$ cat src/rtl/regfile_pkg.sv
// regfile_pkg
// Shared defaults and types for the register file with busy scoreboard.
// Contents:
//   DEFAULT_XLEN / DEFAULT_DEPTH / DEFAULT_NUM_RD : default parameter values
//   DEFAULT_AW                                    : address width for DEFAULT_DEPTH
//   reg_addr_t / reg_data_t                       : address and data types at default sizes
//   ZERO_REG                                      : architectural zero register address
package regfile_pkg;

    localparam int DEFAULT_XLEN   = 32;
    localparam int DEFAULT_DEPTH  = 32;
    localparam int DEFAULT_NUM_RD = 2;
    localparam int DEFAULT_AW     = $clog2(DEFAULT_DEPTH);

    typedef logic [DEFAULT_AW-1:0]   reg_addr_t;
    typedef logic [DEFAULT_XLEN-1:0] reg_data_t;

    localparam reg_addr_t ZERO_REG = '0;

endpackage

$ cat src/rtl/regfile_scoreboard.sv
// regfile_scoreboard
// Per-register busy bits: set when decode reserves a destination, cleared when
// writeback writes that register.
// Ports:
//   clk, rst_n           : clock, synchronous active-low reset (clears all busy bits)
//   write_en, write_add  : writeback strobe and destination (clears busy)
//   issue_valid          : decode requests a reservation of issue_add
//   issue_add            : destination to reserve
//   issue_ready          : reservation can be accepted this cycle (combinational)
//   busy_vec             : bit r set while register r has a pending write
//
// Issue handshake: a reservation completes on a posedge where issue_valid and
// issue_ready are both 1. issue_ready never depends on issue_valid. While
// issue_valid=1 and issue_ready=0 the requester holds issue_add stable.
module regfile_scoreboard
    import regfile_pkg::*;
#(
    parameter int DEPTH = DEFAULT_DEPTH,
    localparam int AW   = $clog2(DEPTH)
) (
    input  logic             clk,
    input  logic             rst_n,
    input  logic             write_en,
    input  logic [AW-1:0]    write_add,
    input  logic             issue_valid,
    input  logic [AW-1:0]    issue_add,
    output logic             issue_ready,
    output logic [DEPTH-1:0] busy_vec
);

    localparam logic [AW-1:0] ZERO_ADDR = AW'(ZERO_REG);

    logic [DEPTH-1:0] busy_q;
    logic [DEPTH-1:0] busy_d;
    logic             issue_fire;

    // A writeback landing on the requested register this cycle frees it, so
    // the new reservation may be accepted in the same cycle.
    always_comb begin
        issue_ready = rst_n & ((issue_add == ZERO_ADDR) |
                               ~busy_q[issue_add] |
                               (write_en & (write_add == issue_add)));
        issue_fire  = issue_valid & issue_ready;
    end

    // Clear first, then set: when both hit the same register the new
    // producer keeps ownership.
    always_comb begin
        busy_d = busy_q;
        if (write_en && (write_add != ZERO_ADDR)) begin
            busy_d[write_add] = 1'b0;
        end
        if (issue_fire && (issue_add != ZERO_ADDR)) begin
            busy_d[issue_add] = 1'b1;
        end
    end

    always_ff @(posedge clk) begin
        if (!rst_n) begin
            busy_q <= '0;
        end else begin
            busy_q <= busy_d;
        end
    end

    assign busy_vec = busy_q;

endmodule

$ cat src/rtl/regfile_sb.sv
// regfile_sb
// Register file with NUM_RD asynchronous read ports, one synchronous write
// port, a hard-wired zero register and a busy scoreboard for hazard stalls.
// Optional build macro: REGFILE_BYPASS_EN enables write-through forwarding of
// the writeback data onto read ports addressing the register being written.
// Ports:
//   clk, rst_n                        : clock, synchronous active-low reset
//   write_en, WriteAdd, Reg_WriteData : writeback write port
//   ReadAdd  [NUM_RD*AW]              : packed read addresses, port i = [i*AW +: AW]
//   Data     [NUM_RD*XLEN]            : packed read data, port i = [i*XLEN +: XLEN]
//   rd_busy  [NUM_RD]                 : read port i addresses a register with a pending write
//   issue_valid, IssueAdd, issue_ready: destination reservation handshake
//   busy_vec [DEPTH]                  : scoreboard state
module regfile_sb
    import regfile_pkg::*;
#(
    parameter int XLEN   = DEFAULT_XLEN,
    parameter int DEPTH  = DEFAULT_DEPTH,
    parameter int NUM_RD = DEFAULT_NUM_RD,
    localparam int AW    = $clog2(DEPTH)
) (
    input  logic                   clk,
    input  logic                   rst_n,
    input  logic                   write_en,
    input  logic [AW-1:0]          WriteAdd,
    input  logic [XLEN-1:0]        Reg_WriteData,
    input  logic [NUM_RD*AW-1:0]   ReadAdd,
    output logic [NUM_RD*XLEN-1:0] Data,
    output logic [NUM_RD-1:0]      rd_busy,
    input  logic                   issue_valid,
    input  logic [AW-1:0]          IssueAdd,
    output logic                   issue_ready,
    output logic [DEPTH-1:0]       busy_vec
);

    localparam logic [AW-1:0] ZERO_ADDR = AW'(ZERO_REG);

    logic [XLEN-1:0] mem_q [DEPTH];
    logic [XLEN-1:0] mem_d [DEPTH];
    logic            wr_hit;

    assign wr_hit = write_en & (WriteAdd != ZERO_ADDR);

    always_comb begin
        mem_d = mem_q;
        if (wr_hit) begin
            mem_d[WriteAdd] = Reg_WriteData;
        end
    end

    always_ff @(posedge clk) begin
        if (!rst_n) begin
            mem_q <= '{default: '0};
        end else begin
            mem_q <= mem_d;
        end
    end

    regfile_scoreboard #(
        .DEPTH (DEPTH)
    ) u_scoreboard (
        .clk         (clk),
        .rst_n       (rst_n),
        .write_en    (write_en),
        .write_add   (WriteAdd),
        .issue_valid (issue_valid),
        .issue_add   (IssueAdd),
        .issue_ready (issue_ready),
        .busy_vec    (busy_vec)
    );

    // Register 0 reads as zero and is never busy regardless of storage.
    always_comb begin
        Data    = '0;
        rd_busy = '0;
        for (int i = 0; i < NUM_RD; i++) begin
            if (ReadAdd[i*AW +: AW] != ZERO_ADDR) begin
                Data[i*XLEN +: XLEN] = mem_q[ReadAdd[i*AW +: AW]];
                rd_busy[i]           = busy_vec[ReadAdd[i*AW +: AW]];
`ifdef REGFILE_BYPASS_EN
                // Forwarding is suppressed in reset, where the write is ignored.
                if (rst_n && wr_hit && (WriteAdd == ReadAdd[i*AW +: AW])) begin
                    Data[i*XLEN +: XLEN] = Reg_WriteData;
                    rd_busy[i]           = 1'b0;
                end
`endif
            end
        end
    end

endmodule

$ cat config.mk
export PLATFORM = sky130hd
export DESIGN_NAME = regfile_sb
export DESIGN_NICKNAME = d
export VERILOG_FILES = /design/src/rtl/regfile_pkg.sv /design/src/rtl/regfile_scoreboard.sv /design/src/rtl/regfile_sb.sv
export SDC_FILE = /design/constraint.sdc
export NUM_CORES = 2
export LEC_CHECK = 0
export ABC_AREA = 1
export ABC_CLOCK_PERIOD_IN_PS = 2050
export CAP_MARGIN = 20
export CELL_PAD_IN_SITES_DETAIL_PLACEMENT = 1
export CELL_PAD_IN_SITES_GLOBAL_PLACEMENT = 1
export CORE_ASPECT_RATIO = 0.7
export CORE_MARGIN = 2
export CORE_UTILIZATION = 40
export DETAILED_ROUTE_END_ITERATION = 16
export GPL_ROUTABILITY_DRIVEN = 0
export PLACE_DENSITY_LB_ADDON = 0.25
export SKIP_CTS_REPAIR_TIMING = 1
export SLEW_MARGIN = 0
export SYNTH_ARGS = -nofsm -noshare
export SYNTH_HDL_FRONTEND = slang
export SYNTH_HIERARCHICAL = 1
export SYNTH_SLANG_ARGS = --single-unit
$ cat constraint.sdc
create_clock -name clk -period 2.05 [get_ports clk]
set_input_delay 0.41 -clock clk [delete_from_list [all_inputs] [get_ports clk]]
set_output_delay 0.41 -clock clk [all_outputs]
set_load 0.02 [all_outputs]
==> metrics.cfg <==
[power_and_ir_drop]
combPwrFrac_pct=19.7
power_frac_clock_pct=42.1
irDropWorstVdd_v=0.000687
p_sw_share_pct=31.6
internal_power_mw=37.5
leakagePower_nw=34.9
powerDensity_nw_per_um2=664
switchingPower_mw=17.4
seq_power_share_pct=38.2

[route]
drt_first_pass_iters=9
drcViolationCount=0
postRouteWirelength_microns=354000
viasPerCell=6.52
wire_per_inst_microns=28.9
final_antenna_net_count=0
drt-initial-drc-count=11947
vias=79824

[placed_design]
portBuffers=154
post-dp-hpwl_microns=208000

[global_route]
grt_antenna_before_repair=1
grt_pass1_wl_microns=459000
grt_overflow=0
grt_max_degree=196
grt_use_total_pct=40.2
grt_pass1_vias=73742

[worst_setup_path]
cp.required_ns=1.64
worst-path-max-fanout=2
crit_type=flop to primary output
rr_endpoint=u_scoreboard/busy_vec[26]
cp-end-kind=primary output
crit_cells=11
crit_end=Data[7]
critPathMaxStageDelay_ns=0.44
cp-start-kind=flop
path_buf_inv=3
crit_family=simple AND/OR/NAND/NOR gates
arrival_ns=2.63
startpoint=mem_q[999]
r2r_slack_ns=0.12
r2r_cells=13
slowest_stage=nor2_4
path_cells=buf_6 > nand2_4 > nand3_2 > nand2_2 > nand2_2 > nand2_1 > nor2_1 > buf_4 > nor2_4 > nor2_4 > buf_6
r2r_start=u_scoreboard/busy_vec[29]

[hold_path]
worstHoldPathCells=4
hold_path_class=input pin to flop

[synthesis]
ys.flop_type=dfxtp_1
synth_cell_types=28
yosysTopAreaCellShare_pct=36.9
synth.area.top_cells=dfxtp_1, nand2_1, nand3_1, o21ai_0, a21oi_1
synth-seq-cells=1056
synth_warnings=6
syn_nets=9343
ys_async_sr_fraction_pct=0
synth_top_area_cell=dfxtp_1
synthCells=9287
syn_area_sq_um=57200
synth-edff-count=0
yosysSeqAreaShare_pct=36.9
syn_avg_cell_area_sq_um=6.16

[sta]
relSlewSlack_pct=27.6
hold_viol_final=0
setup_violations=80
rsz0062_at_grt=true
fmax_ghz=0.329
tns_ns=-45.37
fin_skew_ns=0.0422
drv_slew=0
worst_pin_slew_ns=1.09
min_period_over_period_pct=148
min_period_ns=3.04
fin_ws_ns=-0.992

[clock_tree]
cts_sinks=1056
cts_made_buffers=115
cts_buffer_depth=3
clk_latency_ns=0.81
cts_root_buf=clkbuf_16
cts_tree=yes
clk_pin_slew_ns=0.06
cts_max_level=3

[die]
rows=116
core_area_sq_um=143000
die_h_microns=321
start_util_pct=40.2
ios=155
dieWidth_microns=456
dieArea_sq_um=146000

[outcome]
violations=setup timing
status=complete, but fails checks

[finish]
layout_common_cells=nand2_1, nand3_1, buf_4, o21ai_0, a21oi_1
fin_util_pct=58.0
drive_above_1_share_pct=30.5
nets=10314
layout_commonest_cell=nand2_1
area_growth_pct=44.4

[run]
max_cap_violations=0

[registers in the layout (all words and copies together), names as in the netlist]
signal                 cells
mem_q                   1024
u_scoreboard/busy_vec     32
[worst min-delay path by stage]
stage / startpoint / endpoint / slack, ns
final: rst_n / mem_q[341] / 0.13
after global routing: rst_n / mem_q[62] / 0.12
after CTS: rst_n / mem_q[119] / 0.09
after detailed placement: mem_q[1009] / mem_q[1009] / 0.44
after global placement: mem_q[1009] / mem_q[1009] / 0.43
after floorplan: mem_q[1000] / mem_q[1000] / 0.42
[synth_stat cells, types with 36 or more instances]
cell / instances
clkbuf_1: 667
clkinv_1: 37
a21oi_1: 997
inv_1: 196
buf_1: 91
dfxtp_1: 1056
o21ai_0: 1006
buf_2: 98
nand4_1: 36
nor3_1: 203
nand2_1: 2802
nand3_1: 1524
nor2_1: 458
o21ai_1: 52
[kinds of logic after synthesis]
group,synth area share (%)
DFF,36.9
xor gates and xnor gates,0.0306
buffers and inverters,7.71
AOI/OAI and AO/OA,18.0
and+or+nand+nor,37.3
[routing by layer]
layer | wire length, microns | track usage, % | part of all wire (%)
met1 | 132000 | 55.4 | 37
met2 | 147000 | 58.9 | 42
met3 | 49500 | 9.35 | 14
met4 | 25400 | 19.2 | 7.2
met5 | 168 | 0 | 0.047
[power by group through the flow]
| stage | Sequential [mW] | Combinational [mW] | Clock, mW |
|---|---|---|---|
| after floorplan | 21.3 | 3.93 | 0 |
| after global placement | 21.4 | 8.31 | 0 |
| after detailed placement | 21.4 | 8.49 | 0 |
| after CTS | 20.9 | 8.56 | 22.8 |
| after global routing | 21.0 | 10.9 | 23.8 |
| final | 20.9 | 10.8 | 23.1 |
[worst reg2reg max path: stages (launching register included)]
cell and delay [ns]:
dfxtp_2 0.33, nand2_1 0.09, nand2_1 0.10, nand2_1 0.08, nand2_1 0.08, nand2_1 0.10
nand2_2 0.08, nor2_2 0.13, nand2_2 0.07, buf_4 0.14, nand2_4 0.08, buf_12 0.15
nand4_1 0.12, a21oi_1 0.25
[cell type report]
cell class	count	area (sq um)
flip-flops and latches	1056	21600
fillers	17884	59900
clock inverters	43	562
multi-input cells	7111	35900
repair inverters	2	31.3
diodes	2	5.00
inverters	246	1030
well taps	1888	2360
clock buffers	168	3410
repair buffers	1726	17800
[metrics by stage]
stage	total power, mW	std cells	hold slack [ns]	instance area [sq um]	setup WS [ns]
6_report	54.9	12242	0.131	82700	-0.992
3_3_place_gp	29.7	11855	0.429	71500	-1.03
5_1_grt	55.7	12240	0.119	82700	-0.949
2_1_floorplan	25.3	9287	0.420	57800	-0.0192
4_1_cts	52.3	12066	0.0938	75500	-1.27
3_5_place_dp	29.9	11855	0.439	71500	-1.05
(Power assumes the default switching activity.)
